--- src/rtl/amba_pkg.sv ---
// Shared types for the APB request queue: request payload and sequencer states.
package amba_pkg;

  localparam int APB_ADDR_W = 9;
  localparam int APB_DATA_W = 8;

  // One queued APB request as stored in the FIFO and the command register.
  typedef struct packed {
    logic                  write;
    logic [APB_ADDR_W-1:0] addr;
    logic [APB_DATA_W-1:0] wdata;
  } apb_req_t;

  typedef enum logic [1:0] {
    ST_IDLE,
    ST_SETUP,
    ST_ACCESS,
    ST_RESP
  } req_state_e;

endpackage

--- src/rtl/apb_sync_fifo.sv ---
// Synchronous FIFO, generic over payload type, exposing its occupancy.
// Full and empty are derived from the level; pointers wrap naturally.
module apb_sync_fifo #(
  parameter type T     = logic [7:0],
  parameter int  DEPTH = 8
) (
  input  logic                       pclk,
  input  logic                       preset,
  input  logic                       push,
  input  T                           push_data,
  input  logic                       pop,
  output T                           head,
  output logic                       full,
  output logic                       empty,
  output logic [$clog2(DEPTH+1)-1:0] level
);

  localparam int PTR_W = $clog2(DEPTH);
  localparam int LVL_W = $clog2(DEPTH+1);

  T                 mem [DEPTH];
  logic [PTR_W-1:0] wr_ptr;
  logic [PTR_W-1:0] rd_ptr;
  logic             do_push;
  logic             do_pop;

  assign full    = (level == LVL_W'(DEPTH));
  assign empty   = (level == '0);
  assign do_push = push & ~full;
  assign do_pop  = pop & ~empty;
  assign head    = mem[rd_ptr];

  // Storage write; entries are only ever read after being written.
  // NOTE: the storage array has no reset -- occupancy is tracked by level, so clearing it buys nothing.
  always_ff @(posedge pclk) begin
    // NOTE: non-blocking assignments in clocked blocks keep every register sampling pre-edge values.
    if (do_push) mem[wr_ptr] <= push_data;
  end

  // Pointer and occupancy bookkeeping; simultaneous push and pop leaves level unchanged.
  always_ff @(posedge pclk) begin
    if (preset) begin
      wr_ptr <= '0;
      rd_ptr <= '0;
      level  <= '0;
    end else begin
      if (do_push) wr_ptr <= wr_ptr + 1'b1;
      if (do_pop)  rd_ptr <= rd_ptr + 1'b1;
      case ({do_push, do_pop})
        2'b10:   level <= level + 1'b1;
        2'b01:   level <= level - 1'b1;
        default: level <= level;
      endcase
    end
  end

endmodule

--- src/rtl/apb_req_queue.sv ---
// Request queue and issue sequencer in front of the APB master.
// Buffers requests, issues one at a time, returns one response each.
// Optional access timeout: define APB_REQ_TIMEOUT_EN.
module apb_req_queue
  import amba_pkg::*;
#(
  parameter int ADDR_W  = APB_ADDR_W,
  parameter int DATA_W  = APB_DATA_W,
  parameter int DEPTH   = 8,
  parameter int TIMEOUT = 64
) (
  input  logic                       pclk,
  input  logic                       preset,
  input  logic                       req_valid,
  output logic                       req_ready,
  input  logic                       req_write,
  input  logic [ADDR_W-1:0]          req_addr,
  input  logic [DATA_W-1:0]          req_wdata,
  output logic                       transfer,
  output logic                       mpwrite,
  output logic [ADDR_W-1:0]          apb_write_paddr,
  output logic [DATA_W-1:0]          apb_write_data,
  output logic [ADDR_W-1:0]          apb_read_paddr,
  input  logic                       psel,
  input  logic                       penable,
  input  logic                       pready,
  input  logic [DATA_W-1:0]          apb_read_data_out,
  output logic                       rsp_valid,
  input  logic                       rsp_ready,
  output logic                       rsp_write,
  output logic [DATA_W-1:0]          rsp_rdata,
  output logic                       rsp_err,
  output logic [$clog2(DEPTH+1)-1:0] level
);

  req_state_e state_q;
  req_state_e state_d;
  apb_req_t   push_req;
  apb_req_t   head_req;
  apb_req_t   cmd_q;
  logic       fifo_full;
  logic       fifo_empty;
  logic       pop;
  logic       done;
  logic       timed_out;
  logic       tmo_hit;

  assign push_req  = '{write: req_write, addr: req_addr, wdata: req_wdata};
  assign req_ready = ~fifo_full;

  apb_sync_fifo #(
    .T     (apb_req_t),
    .DEPTH (DEPTH)
  ) u_fifo (
    .pclk      (pclk),
    .preset    (preset),
    .push      (req_valid & req_ready),
    .push_data (push_req),
    .pop       (pop),
    .head      (head_req),
    .full      (fifo_full),
    .empty     (fifo_empty),
    .level     (level)
  );

  // The active command drives both address buses; the master picks by direction.
  assign mpwrite         = cmd_q.write;
  assign apb_write_paddr = cmd_q.addr;
  assign apb_read_paddr  = cmd_q.addr;
  assign apb_write_data  = cmd_q.wdata;

  // Next-state and strobes for the issue sequencer.
  always_comb begin
    // NOTE: every output of this block gets a default first so no path leaves one unassigned (no latch).
    state_d   = state_q;
    pop       = 1'b0;
    done      = 1'b0;
    timed_out = 1'b0;
    case (state_q)
      ST_IDLE: begin
        // The response slot must be free so only one request is ever in flight.
        if (!fifo_empty && !rsp_valid) begin
          pop     = 1'b1;
          state_d = ST_SETUP;
        end
      end
      ST_SETUP: begin
        if (tmo_hit) begin
          timed_out = 1'b1;
          state_d   = ST_RESP;
        end else if (psel && !penable) begin
          state_d = ST_ACCESS;
        end
      end
      ST_ACCESS: begin
        if (psel && penable && pready) begin
          done    = 1'b1;
          state_d = ST_RESP;
        end else if (tmo_hit) begin
          timed_out = 1'b1;
          state_d   = ST_RESP;
        end
      end
      ST_RESP:  state_d = ST_IDLE;
      default:  state_d = ST_IDLE;
    endcase
  end

  // Sequencer state register.
  always_ff @(posedge pclk) begin
    if (preset) state_q <= ST_IDLE;
    else        state_q <= state_d;
  end

  // Command register and transfer request: raised on pop, dropped when the access ends.
  always_ff @(posedge pclk) begin
    if (preset) begin
      cmd_q    <= '0;
      transfer <= 1'b0;
    end else if (pop) begin
      cmd_q    <= head_req;
      transfer <= 1'b1;
    end else if (done || timed_out) begin
      transfer <= 1'b0;
    end
  end

  // Response register: loaded as the access finishes, held until consumed.
  always_ff @(posedge pclk) begin
    if (preset) begin
      rsp_valid <= 1'b0;
      rsp_write <= 1'b0;
      rsp_rdata <= '0;
    end else if (done || timed_out) begin
      rsp_valid <= 1'b1;
      rsp_write <= cmd_q.write;
      rsp_rdata <= (done && !cmd_q.write) ? apb_read_data_out : '0;
    end else if (rsp_valid && rsp_ready) begin
      rsp_valid <= 1'b0;
    end
  end

`ifdef APB_REQ_TIMEOUT_EN
  localparam int TMO_W = $clog2(TIMEOUT+1);

  logic [TMO_W-1:0] tmo_cnt;
  logic             rsp_err_q;

  assign tmo_hit = (tmo_cnt == TMO_W'(TIMEOUT-1));
  assign rsp_err = rsp_err_q;

  // Cycles spent in SETUP/ACCESS for the current command; restarts on each issue.
  always_ff @(posedge pclk) begin
    if (preset || pop) begin
      tmo_cnt <= '0;
    end else if (state_q == ST_SETUP || state_q == ST_ACCESS) begin
      tmo_cnt <= tmo_cnt + 1'b1;
    end
  end

  // Error flag travels with the response payload.
  always_ff @(posedge pclk) begin
    if (preset)                 rsp_err_q <= 1'b0;
    else if (done || timed_out) rsp_err_q <= timed_out;
  end
`else
  logic [31:0] timeout_unused;

  assign timeout_unused = 32'(TIMEOUT);
  assign tmo_hit        = 1'b0;
  assign rsp_err        = 1'b0;
`endif

endmodule

--- config.mk ---
export PLATFORM = sky130hd
export DESIGN_NAME = apb_req_queue
export DESIGN_NICKNAME = d
export VERILOG_FILES = /design/src/rtl/amba_pkg.sv /design/src/rtl/apb_sync_fifo.sv /design/src/rtl/apb_req_queue.sv
export SDC_FILE = /design/constraint.sdc
export NUM_CORES = 1
export LEC_CHECK = 0
export BUFFER_PORTS_ARGS = -buffer_cell sky130_fd_sc_hd__buf_2
export CAP_MARGIN = 20
export CORE_MARGIN = 4
export CORE_UTILIZATION = 30
export DETAILED_ROUTE_END_ITERATION = 8
export GPL_TIMING_DRIVEN = 0
export PLACE_DENSITY = 0.59
export SETUP_SLACK_MARGIN = 0.05
export SLEW_MARGIN = 10
export SYNTH_ARGS = -nofsm -noshare
export SYNTH_HDL_FRONTEND = slang
export SYNTH_SLANG_ARGS = --single-unit
--- constraint.sdc ---
create_clock -name pclk -period 2.7 [get_ports pclk]
set_input_delay 0.54 -clock pclk [delete_from_list [all_inputs] [get_ports pclk]]
set_output_delay 0.54 -clock pclk [all_outputs]
set_load 0.005 [all_outputs]
* Yosys cells after proc, flatten, opt, wreduce, memory -nomap -nowiden
Memories as Yosys holds them, arrays and structs flattened. A register that Yosys moved wholly into a read port is not among the register bits.
Cells that the tools add are included.
** Storage, ports and cells
- Register bits :: 23
- Memory bits (writable) :: 144
- Input port bits :: 33
- Output and inout bits :: 44
- Logic and storage cells :: 59
- Memories kept :: 1
** Memories
- u_fifo.mem :: words 8, bits a word 18, read ports 1, clocked after memory_dff 1, write ports 1, RTL line apb_sync_fifo.sv:21 : T mem [DEPTH];
** Operators by class
- Add/subtract/negate cells :: 4
- Equal/unequal tests :: 9
- Mux-type cells :: 16
- Bitwise gates (word level) :: 5
- Reductions and logical operators :: 16
** Operator list (count)
- two-way mux 1 bit :: 10
- two-way mux 8 bit :: 1
- case mux 2 bit (4 select lines) :: 1
- case mux 4 bit (2 select lines) :: 1
- adder 3 x 1 -> 3 bit (second input constant) :: 2
- == test 2 bit (second input constant) :: 3
- logical AND 1 bit :: 6
- two-way mux 2 bit :: 3
- inequality test 2 bit (second input constant) :: 3
- nonzero test 2 bit :: 3
- adder 4 x 1 -> 4 bit (second input constant) :: 1
- == test 2 x 1 -> 1 bit (second input constant) :: 2
- == test 4 bit (second input constant) :: 1
- zero test 1 bit :: 4
- zero test 4 bit :: 1
- subtractor 4 x 1 -> 4 bit (second input constant) :: 1
- AND 1 bit :: 3
- AND reduction 3 bit :: 1
- zero test 2 bit :: 1
- inverter 1 bit :: 2

* Depth between registers and ports, before layout
- Depth in word-level cells :: 8
- Depth in mapped cells :: 13

* Modules after synthesis
From an unflattened synthesis, not the netlist that was laid out.
** Unflattened totals
- Cell total of the unflattened synthesis :: 440
- Area, all modules :: 7566.0 um2
** By module, submodules not included
- apb_sync_fifo :: instances 1, cells each 283, area each 6197.2 um2, sequential area each 4584.4 um2
- apb_req_queue :: instances 1, cells each 157, area each 1368.8 um2, sequential area each 620.6 um2

* Worst setup path before layout
OpenSTA, ideal clock, no wires.
- Kind :: register -> register
- Start :: register u_fifo.level[0]
- End :: memory u_fifo.mem[0][0] (netlist name), enable pin
- Arrival :: 2584 ps
- Required time :: 2261 ps
- Path slack :: -323 ps
- Cell stages (with the launch flop) :: 5
- Buffers on the path :: 1
- Cell sequence :: dfxtp_1 or4b_2 buf_2 nand2_4 nor4_1
** On the way
- Cells in the longest elaborated chain, start to end :: 6
** Ends and longest elaborated chain
- from (decl) :: RTL line apb_sync_fifo.sv:15 : output logic [$clog2(DEPTH+1)-1:0] level
- from (signal assigned) :: RTL line apb_sync_fifo.sv:50 : 2'b10: level <= level + 1'b1;
- from (signal assigned) :: RTL line apb_sync_fifo.sv:51 : 2'b01: level <= level - 1'b1;
- from (signal assigned) :: RTL line apb_sync_fifo.sv:52 : default: level <= level;
- == test 4 bit (*) :: RTL line apb_sync_fifo.sv:27 : assign full = (level == LVL_W'(DEPTH));
- inverter 1 bit (*) :: RTL line apb_req_queue.sv:49 : assign req_ready = ~fifo_full;
- via req_ready :: RTL line apb_req_queue.sv:15 : output logic req_ready,
- AND 1 bit :: RTL line apb_req_queue.sv:57 : .push (req_valid & req_ready),
- AND 1 bit (*) :: RTL line apb_sync_fifo.sv:29 : assign do_push = push & ~full;
- two-way mux 1 bit (*) :: RTL line apb_sync_fifo.sv:37 : if (do_push) mem[wr_ptr] <= push_data;
- two-way mux 1 bit (implied by the code) (*) :: RTL line apb_sync_fifo.sv:37
- to (decl) :: RTL line apb_sync_fifo.sv:21
The timed path passes the listed nets; every way through them passes the cells marked *.

* Worst setup path after layout
- Start :: register u_fifo.level[1]
- End :: register u_fifo.level[3]
** On the way
- Cells in the longest elaborated chain, start to end :: 8
** Ends and longest elaborated chain
- zero test 4 bit :: RTL line apb_sync_fifo.sv:28 : assign empty = (level == '0);
- zero test 1 bit :: RTL line apb_req_queue.sv:82 : if (!fifo_empty && !rsp_valid) begin
- logical AND 1 bit :: RTL line apb_req_queue.sv:82
- two-way mux 1 bit :: RTL line apb_req_queue.sv:82
- two-way mux 1 bit :: RTL line apb_req_queue.sv:79 : case (state_q)
- AND 1 bit :: RTL line apb_sync_fifo.sv:30 : assign do_pop = pop & ~empty;
- == test 2 x 1 -> 1 bit or == test 2 bit (tied branches) :: RTL line apb_sync_fifo.sv:49 : case ({do_push, do_pop})
- case mux 4 bit (2 select lines) or nonzero test 2 bit (tied branches)
Parallel ways exist; a longest one is shown, timed or not.
A chain may end at the register's enable or synchronous reset.

==> results.py <==
metrics = {
    "finish": {
        "mostFrequentLayoutCell": "edfxtp_1",
        "final_cell_mix": "144 x edfxtp_1, 79 x buf_2, 39 x dfxtp_1, 36 x mux4_2, 27 x nor2_1",
        "final_cell_count_no_fill": 857,
        "antenna_cells": 0,
        "syn2layout_area_growth_pct": 21.9,
        "drive_gt1_share_pct": 41.8,
        "fin_nets": 566,
    },
    "die": {
        "core_area_um2": 23600,
        "num_io_pins": 77,
        "die_area_um2": 26700,
        "start_util_pct": 30.7,
        "die_height_um": 164,
        "row_count": 56,
        "chipWidth_um": 164,
    },
    "clock_network": {
        "path_clk_slew_ps": 70,
        "cts_tree": "built",
        "clockBufferDepth": 2,
        "numCtsBuffers": 17,
        "cts-root-buf": "clkbuf_16",
        "clock-sinks": 185,
        "clk_latency_ps": 420,
        "htree_levels": 4,
        "holdBufCountCts": 0,
    },
    "worst_setup_path": {
        "regToRegSetupSlack_ps": 180,
        "arrival_ps": 2820,
        "cp_slowest_stage_delay_ps": 490,
        "worstReg2RegStart": "u_fifo.level[1]$_SDFFE_PP0P_",
        "cp-end-kind": "register",
        "reg2reg_to": "u_fifo.level[3]$_SDFFE_PP0P_",
        "criticalPathCategory": "register to register",
        "critPathBufInv": 2,
        "start_kind": "register",
        "cp_max_fo": 9,
        "crit_family": "simple AND/OR/NAND/NOR gates",
        "cp.required_ps": 3010,
        "cp_common_cell": "buf_6",
        "reg2reg_depth": 9,
        "slowest_stage": "or4_4",
        "crit_chain": "buf_6 -> or4_4 -> buf_6 -> and2_4 -> ha_4 -> nor4bb_4 -> o21ai_1 -> o31ai_1 -> mux2_2",
    },
    "timing": {
        "rsz0062_at_grt": "false",
        "setup_viol": 0,
        "slew-limit-headroom_pct": 37.7,
        "setup_ws_ps": 184,
        "fmax_mhz": 397,
        "skew_ps": 8.78,
        "hold_viol": 0,
        "fin_crit_ps": 2520,
        "drv_slew": 0,
        "fin_crit_sh_pct": 93.2,
        "worstMarginPinSlew_ps": 935,
    },
    "logic_synthesis": {
        "synth_cell_types": 45,
        "ys.flop_type": "edfxtp_1",
        "synthArstFlopShare_pct": 0,
        "syn_area_per_cell_um2": 17.4,
        "yosys_warnings": 0,
        "postSynthCellCount": 417,
        "synth_compound_area_share_pct": 3.40,
        "syn_area_um2": 7260,
        "synth_mux_area_share_pct": 11.7,
        "synth_top_family_by_area": "multiplexers",
        "yosys.area_share.adder_pct": 1.38,
        "synth_nets": 458,
        "synth_xor_area_share_pct": 0.845,
        "ys_seq_area_share_pct": 70.9,
        "synth-seq-cells": 185,
        "synth-simple-area-share_pct": 8.29,
        "synth_edf_count": 144,
    },
    "grt": {
        "overflow": 0,
        "grt_max_degree": 19,
        "grt_pass1_wl_um": 24500,
        "antenna_found_initial": 1,
        "first_global_vias": 4169,
        "grt.total_usage_pct": 12.4,
    },
    "hold_path": {
        "whs_path_depth": 1,
        "hold_path_class": "input port to register",
        "min_to": "u_fifo.mem[0][7]$_DFFE_PP_",
        "hp-start": "req_wdata[7]",
    },
    "detailed_routing": {
        "drcViolationCount": 0,
        "vias": 3976,
        "viasPerCell": 4.64,
        "dr.pass1.iters": 4,
        "wirelength_um": 16000,
        "dr.first_iter.drc_count": 305,
        "avgRoutedWirePerCell_um": 18.7,
        "postRouteAntennaNets": 0,
    },
    "power_and_ir_drop": {
        "switching_share_pct": 30.9,
        "intPower_mw": 5.70,
        "finalPower_mw": 8.25,
        "power.share.clock_pct": 28.3,
        "peakVddDrop_uv": 419,
        "pwr-share-seq_pct": 42.4,
        "leakagePower_nw": 3.08,
        "power_density_nw_per_um2": 932,
        "switchingPower_mw": 2.55,
        "pwr-share-comb_pct": 29.3,
    },
    "job": {
        "cap_violations": 0,
    },
    "place": {
        "dp.cells": 823,
        "port-buffer-count": 74,
        "place.gp.congestion": 0.702,
        "preCtsSetupSlack_ps": -310,
        "hpwl_um": 10800,
    },
    "outcome": {
        "status": "finished, final reports clean",
    },
}
metal layers:
metal  global-route usage (%)  part of all wire, %  routed length [um]
met5                        0                0.044                   7
met2                     20.8                   51                8110
met1                     16.0                   43                6880
met4                     3.28                 0.89                 142
met3                     3.48                  5.6                 891
worst register-to-register path, cell delays in order, from the launching register on:
cell and delay, ps:
dfxtp_2 330, buf_6 130, or4_4 490, buf_6 140, and2_4 160, ha_4 280
nor4bb_4 310, o21ai_1 120, o31ai_1 90, mux2_2 370
worst max path at each step:
| stage | start | to | slack (ps) | depth (start not counted) |
|---|---|---|---|---|
| final | u_fifo.level[1]$_SDFFE_PP0P_ | u_fifo.level[3]$_SDFFE_PP0P_ | 180 | 9 |
| after global routing | u_fifo.level[1]$_SDFFE_PP0P_ | u_fifo.level[3]$_SDFFE_PP0P_ | 100 | 9 |
| after CTS | u_fifo.level[1]$_SDFFE_PP0P_ | u_fifo.level[3]$_SDFFE_PP0P_ | 90 | 10 |
| after detailed placement | state_q[0]$_SDFFE_PP0P_ | u_fifo.level[3]$_SDFFE_PP0P_ | -310 | 12 |
| after global placement | u_fifo.level[2]$_SDFFE_PP0P_ | u_fifo.mem[3][5]$_DFFE_PP_ | -1440 | 4 |
| after floorplan | u_fifo.level[1]$_SDFFE_PP0P_ | u_fifo.level[2]$_SDFFE_PP0P_ | 40 | 13 |
cell usage after synthesis (5+ instances only):
library cell	number	area share (%)
edfxtp_1	144	60
dfxtp_1	41	11
mux4_2	36	11
nor2_1	30	1.6
o22ai_1	18	1.6
a21oi_1	13	0.90
nor3_1	12	0.83
buf_4	11	1.1
nor2_2	10	0.86
nor3_2	10	1.4
clkbuf_1	8	0.41
ha_1	8	1.4
nor3b_1	8	0.83
buf_2	6	0.41
buf_6	6	0.93
xor2_1	5	0.60
through the flow:
step	hold WS, ps	area, um2	TNS, ps	util, %
after floorplan	483	7300	0	-
after global routing	374	8850	0	37.5
after CTS	365	8850	0	37.5
after global placement	465	8070	-127450	34.2
after detailed placement	479	8240	-577	34.9
final	379	8850	0	37.5
cell families after synthesis:
| logic type | after synthesis |
|---|---|
| and+or+nand+nor | 97 |
| xor gates and xnor gates | 7 |
| other | 1 |
| buffers and inverters | 38 |
| AOI/OAI and AO/OA | 41 |
| adders and majority gates | 8 |
| DFF | 185 |
| muxes | 40 |
state kept, by name, indices dropped and copies added, names as in the netlist:
signal and flops:
u_fifo.rd_ptr 3, u_fifo.mem 144, u_fifo.wr_ptr 3, state_q 2
rsp_write 1, mpwrite 1, u_fifo.level 4, rsp_valid 1
apb_read_paddr 9, apb_write_data 8, transfer 1, rsp_rdata 8
timing repair:
action | in CTS | in global routing
hold endpoints to repair | 0 | 0
gates resized for setup | 8 | 3
setup buffers | 4 | 1
pin swaps | 1 | 2
endpoints found under the setup margin | 3 | 2
power by group through the flow:
stage | clock (mW) | sequential [mW] | combinational [mW]
after global routing | 2.53 | 3.53 | 2.65
after detailed placement | 0 | 3.56 | 2.41
after global placement | 0 | 3.54 | 2.30
after CTS | 2.40 | 3.50 | 2.45
after floorplan | 0 | 3.53 | 1.67
final | 2.34 | 3.50 | 2.42
final cells by class:
class	count	area (um2)
fill	2195	14800
tap	319	399
buffer	31	209
multi-input combinational	194	1980
timing repair buffer	92	543
sequential	185	5150
clock inverter	14	128
inverter	4	15.0
clock buffer	18	429
No activity file was read; power rests on OpenSTA's default activity.
